$ cat config.mk
export PLATFORM = sky130hd
export DESIGN_NAME = mux_rr_arbiter
export DESIGN_NICKNAME = d
export VERILOG_FILES = /design/src/rtl/mux_rr_arbiter.sv
export SDC_FILE = /design/constraint.sdc
export NUM_CORES = 1
export LEC_CHECK = 0
export CORE_MARGIN = 2
export CORE_UTILIZATION = 42
export DETAILED_ROUTE_END_ITERATION = 8
export GPL_TIMING_DRIVEN = 1
export PLACE_DENSITY = 0.69
export SYNTH_ARGS = -nofsm -noshare
export SYNTH_HDL_FRONTEND = slang
export SYNTH_SLANG_ARGS = --single-unit
export TNS_END_PERCENT = 30
$ cat constraint.sdc
create_clock -name clk -period 2 [get_ports clk]
set_input_delay 0.3 -clock clk [delete_from_list [all_inputs] [get_ports clk]]
set_output_delay 0.3 -clock clk [all_outputs]
set_load 0.05 [all_outputs]
$ cat src/rtl/mux_rr_arbiter.sv
`default_nettype none
// +----------------------------------------------------------------------------+
// | mux_rr_arbiter: round-robin owner of the 4x1 2-bit LED mux select, with    |
// | bounded dwell and a registered output lane. Option: MUX_ARB_PRIO0_EN.      |
// | Revision: 1.0                                                              |
// +----------------------------------------------------------------------------+
module mux_rr_arbiter #(
  parameter int DWELL = 4,
  parameter int CW    = 8
) (
  input  logic       clk,
  input  logic       rst,
  input  logic [3:0] req,
  input  logic [7:0] a,
  output logic [3:0] grant,
  output logic [1:0] sel,
  output logic [1:0] y,
  output logic       y_valid
);

  typedef enum logic [0:0] {
    IDLE  = 1'b0,
    GRANT = 1'b1
  } state_e;

  localparam logic [CW-1:0] C_CNT_LOAD = CW'(DWELL - 1);

  state_e        state_q, state_d;
  logic [1:0]    last_q, last_d;
  logic [CW-1:0] cnt_q, cnt_d;
  logic [3:0]    grant_q, grant_d;
  logic [1:0]    sel_q, sel_d;
  logic [1:0]    y_q, y_d;
  logic          y_valid_q, y_valid_d;

  logic          win_found;
  logic [1:0]    win_idx;
  logic          grant_end;
  logic          arb_point;

  // Offsets are scanned far-to-near so the nearest requester after last_q
  // overwrites the others; offset 4 wraps to last_q itself (lowest priority).
  always_comb begin
    win_found = 1'b0;
    win_idx   = last_q;
    for (int k = 4; k >= 1; k--) begin
      if (req[last_q + 2'(k)]) begin
        win_found = 1'b1;
        win_idx   = last_q + 2'(k);
      end
    end
`ifdef MUX_ARB_PRIO0_EN
    if (req[0]) begin
      win_found = 1'b1;
      win_idx   = 2'd0;
    end
`endif
  end

  assign grant_end = (state_q == GRANT) && (!req[sel_q] || (cnt_q == '0));
  assign arb_point = ((state_q == IDLE) && win_found) || grant_end;

  always_comb begin
    state_d   = state_q;
    last_d    = last_q;
    cnt_d     = cnt_q;
    grant_d   = grant_q;
    sel_d     = sel_q;
    y_d       = a[{sel_q, 1'b0} +: 2];
    y_valid_d = |grant_q;

    if (arb_point) begin
      if (win_found) begin
        state_d = GRANT;
        grant_d = 4'b0001 << win_idx;
        sel_d   = win_idx;
        last_d  = win_idx;
        cnt_d   = C_CNT_LOAD;
      end else begin
        // sel deliberately holds its last value while idle
        state_d = IDLE;
        grant_d = 4'b0000;
      end
    end else if (state_q == GRANT) begin
      cnt_d = cnt_q - 1'b1;
    end
  end

  always_ff @(posedge clk) begin
    if (rst) begin
      state_q   <= IDLE;
      last_q    <= 2'd3;
      cnt_q     <= '0;
      grant_q   <= 4'b0000;
      sel_q     <= 2'd0;
      y_q       <= 2'd0;
      y_valid_q <= 1'b0;
    end else begin
      state_q   <= state_d;
      last_q    <= last_d;
      cnt_q     <= cnt_d;
      grant_q   <= grant_d;
      sel_q     <= sel_d;
      y_q       <= y_d;
      y_valid_q <= y_valid_d;
    end
  end

  assign grant   = grant_q;
  assign sel     = sel_q;
  assign y       = y_q;
  assign y_valid = y_valid_q;

endmodule
`default_nettype wire

==> insert_results.sql, run 1 <==
INSERT INTO impl_metrics (metric_group, metric, value, unit) VALUES
('floorplan', 'floorplan.die.width', '53.28', 'um'),
('clock_tree', 'cts_setup_buffers', '0', ''),
('logic_synthesis', 'cell_type_contributing_the_most_total_cell_area_after_synthesis', 'sky130_fd_sc_hd__dfxtp_1', ''),
('clock_tree', 'cts_resized', '0', ''),
('global_routing', 'grt_start_max_net_pins', '13', ''),
('global_routing', 'grt_pass1_vias', '904', ''),
('worst_setup_path', 'critical-path-slowest-cell', 'sky130_fd_sc_hd__clkdlybuf4s50_1', ''),
('timing', 'min_period_over_period', '94.82', '%'),
('timing', 'worst_clock_skew', '0.005276', 'ns'),
('clock_tree', 'clock_insertion_delay_worst_skew', '0.30', 'ns'),
('global_routing', 'grt_use_met3', '3.390', '%'),
('routing', 'viasPerCell', '5.844', ''),
('hold_path', 'whs_endpoint', 'grant[3]$_SDFFE_PP0P_', ''),
('floorplan', 'boundaryPins', '23', ''),
('timing', 'tightestPinTransition', '0.5473', 'ns'),
('routing', 'postRouteAntennaNets', '0', ''),
('hold_path', 'hold_class', 'flip-flop to flip-flop', ''),
('timing', 'max_freq', '0.5273', 'GHz'),
('logic_synthesis', 'ys_ff_latch', '20', ''),
('clock_tree', 'cts_buffer_depth', '2', ''),
('global_routing', 'grt.met1_usage', '24.69', '%'),
('clock_tree', 'post_cts_hold_buffer_count', '0', ''),
('cells_and_area', 'area_overhead_of_the_layout_relative_to_synthesis', '34.11', '%'),
('logic_synthesis', 'synth_most_common_cell', 'sky130_fd_sc_hd__dfxtp_1', ''),
('cells_and_area', 'final_cell_count_no_fill', '167', ''),
('routing', 'routed-via-count', '976', ''),
('global_routing', 'grt_util_all_layers', '19.21', '%'),
('logic_synthesis', 'share_of_yosys_cell_area_claimed_by_the_top_area_cell_type', '39.26', '%'),
('pwr', 'p_total', '1.145', 'mW'),
('worst_setup_path', 'critical_path.startpoint_type', 'flip-flop', ''),
('logic_synthesis', 'syn-instance-count', '106', ''),
('worst_setup_path', 'crit_path_max_fanout', '5', ''),
('clock_tree', 'clock_tree.htree_level_count', '1', ''),
('global_routing', 'grt_pass1_wl', '4002', 'um'),
('logic_synthesis', 'seq_area_frac_synth', '39.26', '%'),
('place', 'routabilityCongestion', '0.7947', ''),
('logic_synthesis', 'ys.warnings.count', '0', ''),
('place', 'place_hpwl', '1897', 'um'),
('global_routing', 'antenna_found_initial', '0', ''),
('clock_tree', 'cts-root-buf', 'sky130_fd_sc_hd__clkbuf_4', ''),
('pwr', 'power_per_cell_area', '837.1', 'nW/um2'),
('timing', 'finalHoldViolations', '0', ''),
('worst_setup_path', 'critical_path.max_stage_delay', '0.84', 'ns'),
('floorplan', 'die_h', '53.28', 'um'),
('cells_and_area', 'final_core_util', '60.65', '%'),
('cells_and_area', 'final_nets', '156', ''),
('logic_synthesis', 'synth_fp_nets', '122', ''),
('logic_synthesis', 'postSynth.topFlopCell', 'sky130_fd_sc_hd__dfxtp_1', ''),
('timing', 'holdWs', '0.4955', 'ns'),
('logic_synthesis', 'postSynthAreaPerCell', '9.620', 'um2'),
('logic_synthesis', 'synth-edff-count', '0', ''),
('timing', 'rsz0062_at_grt', 'no', ''),
('cells_and_area', 'layout-drive-gt1-share', '18.71', '%'),
('logic_synthesis', 'proportion_of_register_bits_with_asynchronous_set_or_reset_after_synthesis', '0', '%'),
('clock_tree', 'clock_tree_from_tritoncts', 'yes', ''),
('worst_setup_path', 'rr_endpoint', 'grant[2]$_SDFFE_PP0P_', ''),
('logic_synthesis', 'synth.distinct_cells', '39', ''),
('worst_setup_path', 'worst_path_dominant_cell_family', 'buffers and inverters', ''),
('job', 'maxCapViolCount', '0', ''),
('floorplan', 'rows', '17', ''),
('floorplan', 'start_util', '45.23', '%'),
('pwr', 'irDropWorstVdd', '0.5123', 'mV'),
('clock_tree', 'tritoncts.num_buffers', '3', ''),
('routing', 'detail_route.wl_per_cell', '15.10', 'um'),
('status', 'outcome', 'complete, no violations', ''),
('worst_setup_path', 'setup.reg_to_reg.worst_slack', '0.13', 'ns'),
('routing', 'drc_errors', '0', ''),
('global_routing', 'gr-total-overflow', '0', ''),
('timing', 'final.min_clock_period', '1.896', 'ns'),
('cells_and_area', 'num_antenna_cells', '0', ''),
('logic_synthesis', 'synthTopCellsByCount', 'sky130_fd_sc_hd__dfxtp_1, sky130_fd_sc_hd__nand2_1, sky130_fd_sc_hd__nand2b_1', '');
## cells in the final DEF (no fill, tap or decap), drive strengths merged, types with 5 or more instances in the layout
cell and n:
a31oi 5, or3 5, nand2 8, clkdlybuf4s50 22, dfxtp 20, buf 10
inv 5, o21ai 5, nand2b 6, nor2 5
## power breakdown
group	switching, mW	internal (mW)
Clock	0.130	0.111
Sequential	0.0459	0.445
Combinational	0.225	0.187
Total	0.401	0.744
## worst max-delay path by stage
stage	slack [ns]	depth (start not counted)	startpoint	to
detailed placement	-0.007	5	req[3]	grant[1]$_SDFFE_PP0P_
finish	0.10	1	sel[1]$_SDFFE_PP0P_	sel[1]
CTS	0.10	1	sel[1]$_SDFFE_PP0P_	sel[1]
global placement	0.03	5	req[3]	grant[1]$_SDFFE_PP0P_
global route	0.04	6	cnt_q[1]$_SDFFE_PP0P_	grant[2]$_SDFFE_PP0P_
floorplan	0.22	4	sel[0]$_SDFFE_PP0P_	grant[1]$_SDFFE_PP0P_
## sequential cells by signal, indices dropped and copies added (netlist names)
name	flops
y	2
y_valid	1
cnt_q	8
sel	2
state_q	1
last_q	2
grant	4
## area by class of cell
cell class	count	area, um2
Sequential cell	20	401.6
Clock buffer	4	36.28
Tap cell	28	35.03
Inverter	5	18.77
Fill cell	212	887.1
Timing Repair Buffer	32	295.3
Multi-Input combinational cell	78	580.6
## cells by family (layout without fill, tap and decap cells)
kind of cell             Yosys count  count (layout)  share of synthesized area [%]
AND/OR/NAND/NOR                   41              41                          23.31
AO/OA/AOI/OAI                     32              32                          24.54
flip-flops                        20              20                          39.26
buffers and inverters              8              41                          3.803
multiplexers                       3               3                          6.625
adder cells (fa/ha/maj)            2               2                          2.454
## per-stage QoR
stage	TNS, ns	setup slack, ns
after detailed placement	-0.007015	-0.007015
after global routing	0	0.04491
after floorplan	0	0.2202
final	0	0.1036
after CTS	0	0.1006
after global placement	0	0.02838
## layer usage
| metal | vias up | share of wire, % |
|---|---|---|
| met2 | 26 | 49 |
| met4 | 0 | 0.71 |
| met3 | 4 | 2.8 |
| met5 | - | 0 |
| li1 | 472 | - |
| met1 | 474 | 47 |
Power figures use the tool's default switching activity.
==> run 2: changes to the inputs <==
--- a/config.mk
+++ b/config.mk
@@ -6,9 +6,8 @@
 export NUM_CORES = 1
 export LEC_CHECK = 0
-export CORE_MARGIN = 2
 export CORE_UTILIZATION = 42
 export DETAILED_ROUTE_END_ITERATION = 8
 export GPL_TIMING_DRIVEN = 1
-export PLACE_DENSITY = 0.69
+export PLACE_DENSITY = 0.71
 export SYNTH_ARGS = -nofsm -noshare
 export SYNTH_HDL_FRONTEND = slang
==> constraint.sdc (replaced) <==
create_clock -name clk -period 1.7 [get_ports clk]
set_input_delay 0.34 -clock clk [delete_from_list [all_inputs] [get_ports clk]]
set_output_delay 0.34 -clock clk [all_outputs]
set_load 0.05 [all_outputs]
==> run 2 against run 1 <==
The flow now finishes with violations (setup timing). Die area is 7.4% lower. Total power is 18% higher. Non-clock buffer count is 14 higher. Largest cell class unchanged. Cell count is 8.4% higher. Sequential cell count stayed put. Highest routed layer unchanged. Clock-buffer cell count stayed put. Worst hold slack better by 0.0056 ns. Critical path depth is 5 higher. First-iteration DRC count is 29% higher.
==> insert_results.sql, run 2 (synthesized netlist as in run 1, its figures left out) <==
INSERT INTO impl_metrics (metric_group, metric, value, unit) VALUES
('worst_setup_path', 'critical_setup_path_class', 'flip-flop to flip-flop', ''),
('floorplan', 'core_area', '2255', 'um2'),
('timing', 'slew_violations', '0', ''),
('timing', 'tightestPinTransition', '0.5019', 'ns'),
('routing', 'viasPerCell', '5.669', ''),
('cells_and_area', 'area_overhead_of_the_layout_relative_to_synthesis', '47.36', '%'),
('global_routing', 'antenna_found_initial', '0', ''),
('timing', 'finalHoldViolations', '0', ''),
('routing', 'routed-via-count', '1026', ''),
('timing', 'timing.slew.headroom', '66.28', '%'),
('cells_and_area', 'num_antenna_cells', '0', ''),
('floorplan', 'rows', '17', ''),
('clock_tree', 'clock_sink_count', '20', ''),
('clock_tree', 'worst_setup_hold_path_clk_slew', '0.12', 'ns'),
('worst_setup_path', 'setup.reg_to_reg.worst_slack', '-0.09', 'ns'),
('worst_setup_path', 'cp.required', '1.89', 'ns'),
('pwr', 'irDropWorstVdd', '0.9035', 'mV'),
('place', 'placedCellCount', '175', ''),
('worst_setup_path', 'worstReg2RegStart', 'cnt_q[0]$_SDFFE_PP0P_', ''),
('clock_tree', 'clock_tree.htree_level_count', '1', ''),
('cells_and_area', 'final_nets', '170', ''),
('timing', 'final.min_clock_period', '1.789', 'ns'),
('timing', 'rsz0062_at_grt', 'yes', ''),
('timing', 'worst_clock_skew', '0.01480', 'ns'),
('routing', 'detail_route.wl_per_cell', '14.17', 'um'),
('global_routing', 'grt_start_max_net_pins', '12', ''),
('cells_and_area', 'largest-register', 'cnt_q', ''),
('timing', 'tns', '-0.4754', 'ns'),
('floorplan', 'die_h', '51.28', 'um'),
('worst_setup_path', 'crit_path_max_fanout', '7', ''),
('worst_setup_path', 'rr_endpoint', 'grant[0]$_SDFFE_PP0P_', ''),
('clock_tree', 'cts-root-buf', 'sky130_fd_sc_hd__clkbuf_4', ''),
('timing', 'max_freq', '0.5590', 'GHz'),
('clock_tree', 'tritoncts.num_buffers', '3', ''),
('timing', 'min_period_over_period', '105.2', '%'),
('floorplan', 'floorplan.die.width', '51.28', 'um'),
('cells_and_area', 'fillers', '178', ''),
('global_routing', 'gr-total-overflow', '0', ''),
('routing', 'wl_met1', '1123', 'um'),
('hold_path', 'min_delay_path_depth', '2', ''),
('floorplan', 'boundaryPins', '23', ''),
('clock_tree', 'cts_buffer_depth', '2', ''),
('cells_and_area', 'final_core_util', '66.65', '%'),
('place', 'place_hpwl', '1966', 'um'),
('routing', 'met3WireLength', '122', 'um'),
('job', 'maxCapViolCount', '0', ''),
('routing', 'drt_pre_antenna_iters', '5', ''),
('routing', 'drtIter0Drc', '22', ''),
('hold_path', 'hold_class', 'flip-flop to flip-flop', ''),
('clock_tree', 'clock_insertion_delay_worst_skew', '0.30', 'ns'),
('global_routing', 'grt_util_all_layers', '22.31', '%'),
('cells_and_area', 'commonest_cells_after_routing_fill_and_taps_aside', 'sky130_fd_sc_hd__buf_4, sky130_fd_sc_hd__dfxtp_1, sky130_fd_sc_hd__clkdlybuf4s50_1', ''),
('timing', 'fin_ws', '-0.08901', 'ns'),
('routing', 'drc_errors', '0', ''),
('status', 'violations', 'setup timing', ''),
('floorplan', 'start_util', '45.23', '%'),
('worst_setup_path', 'cp_data_arrival_time', '1.98', 'ns'),
('clock_tree', 'clock_tree_from_tritoncts', 'yes', ''),
('routing', 'routed_wl', '2564', 'um'),
('routing', 'highest-signal-layer', 'met4', ''),
('cells_and_area', 'layout-drive-gt1-share', '35.95', '%'),
('worst_setup_path', 'capturing_element_type_of_the_critical_path', 'flip-flop', ''),
('global_routing', 'grt_pass1_wl', '4374', 'um'),
('routing', 'detailroute.wirelength.met2', '1275', 'um'),
('cells_and_area', 'largest_register_ffs', '8', ''),
('pwr', 'power_per_cell_area', '900.5', 'nW/um2'),
('routing', 'postRouteAntennaNets', '0', ''),
('hold_path', 'whs_endpoint', 'cnt_q[6]$_SDFFE_PP0P_', ''),
('status', 'outcome', 'finished, violations left', ''),
('worst_setup_path', 'ff2ff_path_depth', '6', ''),
('pwr', 'power_leakage', '0.5737', 'nW'),
('cells_and_area', 'final_cell_count_no_fill', '181', ''),
('global_routing', 'grt_pass1_vias', '971', ''),
('place', 'routabilityCongestion', '0.8867', ''),
('floorplan', 'design.die.area', '2629', 'um2'),
('place', 'io_buf_count', '22', ''),
('worst_setup_path', 'critical_path.startpoint_type', 'flip-flop', ''),
('timing', 'setup-violations-final', '11', ''),
('cells_and_area', 'leading_cell_type_in_the_layout_fill_and_taps_excluded', 'sky130_fd_sc_hd__buf_4', ''),
('hold_path', 'hold_path_startpoint', 'cnt_q[6]$_SDFFE_PP0P_', '');
-- run 2: worst max path at each step --
stage | endpoint | from
CTS | grant[0]$_SDFFE_PP0P_ | cnt_q[0]$_SDFFE_PP0P_
global placement | grant[1]$_SDFFE_PP0P_ | req[2]
finish | grant[0]$_SDFFE_PP0P_ | cnt_q[0]$_SDFFE_PP0P_
floorplan | grant[0]$_SDFFE_PP0P_ | cnt_q[0]$_SDFFE_PP0P_
global route | grant[0]$_SDFFE_PP0P_ | cnt_q[0]$_SDFFE_PP0P_
detailed placement | grant[0]$_SDFFE_PP0P_ | req[3]
-- run 2: power by group --
part	leakage (nW)	switching [mW]	internal, mW	total [mW]
Sequential	0.166	0.0446	0.526	0.570
Clock	0.0150	0.140	0.0914	0.232
Combinational	0.393	0.296	0.255	0.551
Total	0.574	0.481	0.872	1.35
-- run 2: layout make-up --
cell class | instances | area [um2] | share of cell area, %
timing repair buffer | 46 | 402.9 | 26.81
clock buffer | 4 | 26.28 | 1.749
multi-input combinational | 78 | 613.1 | 40.80
inverter | 5 | 18.77 | 1.249
sequential | 20 | 406.6 | 27.06
tap | 28 | 35.03 | 2.331
-- run 2: metrics by stage --
| step | instance area, um2 | worst slack [ns] | hold slack, ns | total power, mW |
|---|---|---|---|---|
| after floorplan | 1026 | -0.02320 | 0.4239 | 0.8959 |
| after global placement | 1429 | -0.2718 | 0.4666 | 1.091 |
| after detailed placement | 1429 | -0.3017 | 0.4828 | 1.102 |
| after CTS | 1484 | -0.09331 | 0.4988 | 1.349 |
| after global routing | 1503 | -0.1340 | 0.5185 | 1.431 |
| final | 1503 | -0.08901 | 0.5011 | 1.353 |
-- run 2: critical path, cell delays in order, from the launching register on --
cell and delay [ns]:
sky130_fd_sc_hd__dfxtp_2 0.33, sky130_fd_sc_hd__inv_2 0.07, sky130_fd_sc_hd__ha_4 0.13, sky130_fd_sc_hd__or4b_4 0.49
sky130_fd_sc_hd__o211a_4 0.29, sky130_fd_sc_hd__o21a_1 0.19, sky130_fd_sc_hd__a32o_1 0.20
-- run 2: routing by layer --
layer | vias up | global-route usage, %
met5 | - | 0
met4 | 0 | 7.658
met2 | 31 | 35.31
met1 | 485 | 29.29
met3 | 6 | 5.655
li1 | 504 | -
-- run 2: timing repair --
| item | in CTS | in global routing |
|---|---|---|
| hold buffers | 0 | 0 |
| buffers inserted | 0 | 2 |
| gates resized for setup | 5 | 3 |
| pin swaps | 6 | 5 |
| endpoints found under the setup margin | 13 | 16 |
==> run 3: changes to the inputs <==
- RECOVER_POWER: unset -> 25
==> run 3 against run 2 <==
The flow still finishes with violations (setup timing). Setup slack hardly changed. Global-route usage stayed put. Cell area is 0.50% lower. Non-clock buffer count stayed put. Routed wire length is 0.47% higher. Highest routed layer unchanged.
==> insert_results.sql, run 3 (synthesized netlist as in run 1, its figures left out) <==
INSERT INTO impl_metrics (metric_group, metric, value, unit) VALUES
('clock_tree', 'tritoncts.num_buffers', '3', ''),
('floorplan', 'design.die.area', '2629', 'um2'),
('routing', 'detailroute.wirelength.met2', '1278', 'um'),
('worst_setup_path', 'critical_path.max_stage_delay', '0.49', 'ns'),
('routing', 'drc_errors', '0', ''),
('floorplan', 'die_h', '51.28', 'um'),
('worst_setup_path', 'critical_path.cell_chain', 'inv_2, ha_4, or4b_4, o211a_4, o21a_1, a32o_1', ''),
('place', 'routabilityCongestion', '0.8867', ''),
('job', 'maxCapViolCount', '0', ''),
('place', 'placedCellCount', '175', ''),
('worst_setup_path', 'critical-path-slowest-cell', 'sky130_fd_sc_hd__or4b_4', ''),
('worst_setup_path', 'critical_setup_path_class', 'flip-flop to flip-flop', ''),
('global_routing', 'grt_start_max_net_pins', '12', ''),
('worst_setup_path', 'cp.required', '1.89', 'ns'),
('cells_and_area', 'num_antenna_cells', '0', ''),
('timing', 'slew_violations', '0', ''),
('pwr', 'power_leakage', '0.5658', 'nW'),
('global_routing', 'antenna_found_initial', '0', ''),
('routing', 'routed-via-count', '1026', ''),
('worst_setup_path', 'capturing_element_type_of_the_critical_path', 'flip-flop', ''),
('worst_setup_path', 'cp_data_arrival_time', '1.98', 'ns'),
('routing', 'postRouteAntennaNets', '0', ''),
('routing', 'met3WireLength', '111', 'um'),
('timing', 'min_period_over_period', '105.2', '%'),
('clock_tree', 'cts_buffer_depth', '2', ''),
('floorplan', 'boundaryPins', '23', ''),
('worst_setup_path', 'worstReg2RegStart', 'cnt_q[0]$_SDFFE_PP0P_', ''),
('clock_tree', 'clock_sink_count', '20', ''),
('floorplan', 'rows', '17', ''),
('timing', 'final.min_clock_period', '1.789', 'ns'),
('cells_and_area', 'area_overhead_of_the_layout_relative_to_synthesis', '46.63', '%'),
('place', 'io_buf_count', '22', ''),
('clock_tree', 'clock_tree_from_tritoncts', 'yes', ''),
('global_routing', 'grt_util_all_layers', '22.31', '%'),
('clock_tree', 'clock_tree.htree_level_count', '1', ''),
('routing', 'wl_met1', '1143', 'um'),
('pwr', 'power_per_cell_area', '901.7', 'nW/um2'),
('timing', 'rsz0062_at_grt', 'yes', ''),
('timing', 'tightestPinTransition', '0.5967', 'ns'),
('cells_and_area', 'largest-register', 'cnt_q', ''),
('routing', 'viasPerCell', '5.669', ''),
('floorplan', 'core_area', '2255', 'um2'),
('status', 'outcome', 'finished, violations left', ''),
('routing', 'drt_pre_antenna_iters', '4', ''),
('clock_tree', 'cts-root-buf', 'sky130_fd_sc_hd__clkbuf_4', ''),
('worst_setup_path', 'crit_path_max_fanout', '7', ''),
('floorplan', 'start_util', '45.23', '%'),
('worst_setup_path', 'critical_path.startpoint_type', 'flip-flop', ''),
('timing', 'max_freq', '0.5590', 'GHz'),
('cells_and_area', 'ff_latch_area', '406.6', 'um2'),
('status', 'violations', 'setup timing', ''),
('cells_and_area', 'commonest_cells_after_routing_fill_and_taps_aside', 'sky130_fd_sc_hd__buf_4, sky130_fd_sc_hd__dfxtp_1, sky130_fd_sc_hd__clkdlybuf4s50_1', ''),
('global_routing', 'gr-total-overflow', '0', ''),
('hold_path', 'hold_path_startpoint', 'cnt_q[6]$_SDFFE_PP0P_', ''),
('pwr', 'irDropWorstVdd', '0.8642', 'mV'),
('worst_setup_path', 'startpoint', 'cnt_q[0]$_SDFFE_PP0P_', ''),
('cells_and_area', 'fillers', '180', ''),
('cells_and_area', 'final_cell_count_no_fill', '181', ''),
('routing', 'drtIter0Drc', '22', ''),
('cells_and_area', 'final_nets', '170', ''),
('routing', 'routed_wl', '2576', 'um'),
('global_routing', 'grt_pass1_wl', '4374', 'um'),
('cells_and_area', 'largest_register_ffs', '8', ''),
('cells_and_area', 'leading_cell_type_in_the_layout_fill_and_taps_excluded', 'sky130_fd_sc_hd__buf_4', ''),
('clock_tree', 'clock_insertion_delay_worst_skew', '0.31', 'ns'),
('timing', 'holdWs', '0.5018', 'ns'),
('hold_path', 'hold_class', 'flip-flop to flip-flop', ''),
('timing', 'worst_clock_skew', '0.01854', 'ns'),
('pwr', 'p_total', '1.348', 'mW'),
('timing', 'finalHoldViolations', '0', ''),
('timing', 'setup-violations-final', '9', ''),
('cells_and_area', 'multi_input_comb_area', '613.1', 'um2'),
('timing', 'fin_ws', '-0.08902', 'ns'),
('global_routing', 'grt_pass1_vias', '971', ''),
('clock_tree', 'worst_setup_hold_path_clk_slew', '0.12', 'ns'),
('routing', 'detail_route.wl_per_cell', '14.23', 'um'),
('place', 'place_hpwl', '1966', 'um'),
('floorplan', 'floorplan.die.width', '51.28', 'um'),
('routing', 'highest-signal-layer', 'met4', ''),
('timing', 'timing.slew.headroom', '60.39', '%'),
('cells_and_area', 'layout-drive-gt1-share', '34.64', '%');
==> run 3: changes by cell type in the layout (fill, tap and decap cells not counted), sizes merged <==
cell and delta:
clkbuf +2, buf -2
==> run 3: routing by layer <==
| metal | global-route usage, % | vias up |
|---|---|---|
| met1 | 29.29 | 486 |
| met4 | 7.658 | 0 |
| met3 | 5.655 | 6 |
| met2 | 35.31 | 29 |
| met5 | 0 | - |
| li1 | - | 505 |
==> run 3: cell type report <==
type                    instances  share of cell area [%]
flip-flops and latches         20                   27.20
multi-input cells              78                   41.00
well taps                      28                   2.343
inverters                       5                   1.255
repair buffers                 46                   26.44
clock buffers                   4                   1.757
==> run 3: worst max-delay path: cells and delay by family (launching register included) <==
family	cells	cell delay, ns
compound gates	3	0.68
buf+inv	1	0.07
flops	1	0.33
fa+ha+maj	1	0.13
simple gates	1	0.49
==> run 3: path summary, 6_finish.rpt <==
check	slack (ns)	to	cells after the start
worst min register to register	0.50	cnt_q[6]$_SDFFE_PP0P_	2
worst min-delay path	0.50	cnt_q[6]$_SDFFE_PP0P_	2
worst max-delay path	-0.09	grant[0]$_SDFFE_PP0P_	6
worst max register to register	-0.09	grant[0]$_SDFFE_PP0P_	6
==> run 3: timing repair <==
| item | in CTS | in global routing |
|---|---|---|
| hold buffers | 0 | 0 |
| endpoints found under the hold margin | 0 | 0 |
| gates cloned | 0 | 0 |
| setup buffers | 0 | 2 |
| resized for setup | 5 | 3 |
| endpoints found under the setup margin | 13 | 16 |
| pin swaps | 6 | 5 |
==> run 3: power by group <==
part | switching [mW] | internal [mW]
logic | 0.295 | 0.248
clock network | 0.144 | 0.0915
registers | 0.0442 | 0.526
==> run 3: through the flow <==
| stage | util, % | setup TNS (ns) | setup WS, ns | cell area (um2) |
|---|---|---|---|---|
| global route | 66.32 | -1.199 | -0.1340 | 1495 |
| floorplan | - | -0.05781 | -0.02320 | 1026 |
| detailed placement | 63.37 | -3.734 | -0.3017 | 1429 |
| CTS | 65.82 | -0.4459 | -0.09331 | 1484 |
| global placement | 63.37 | -3.396 | -0.2718 | 1429 |
| finish | 66.32 | -0.4383 | -0.08902 | 1495 |
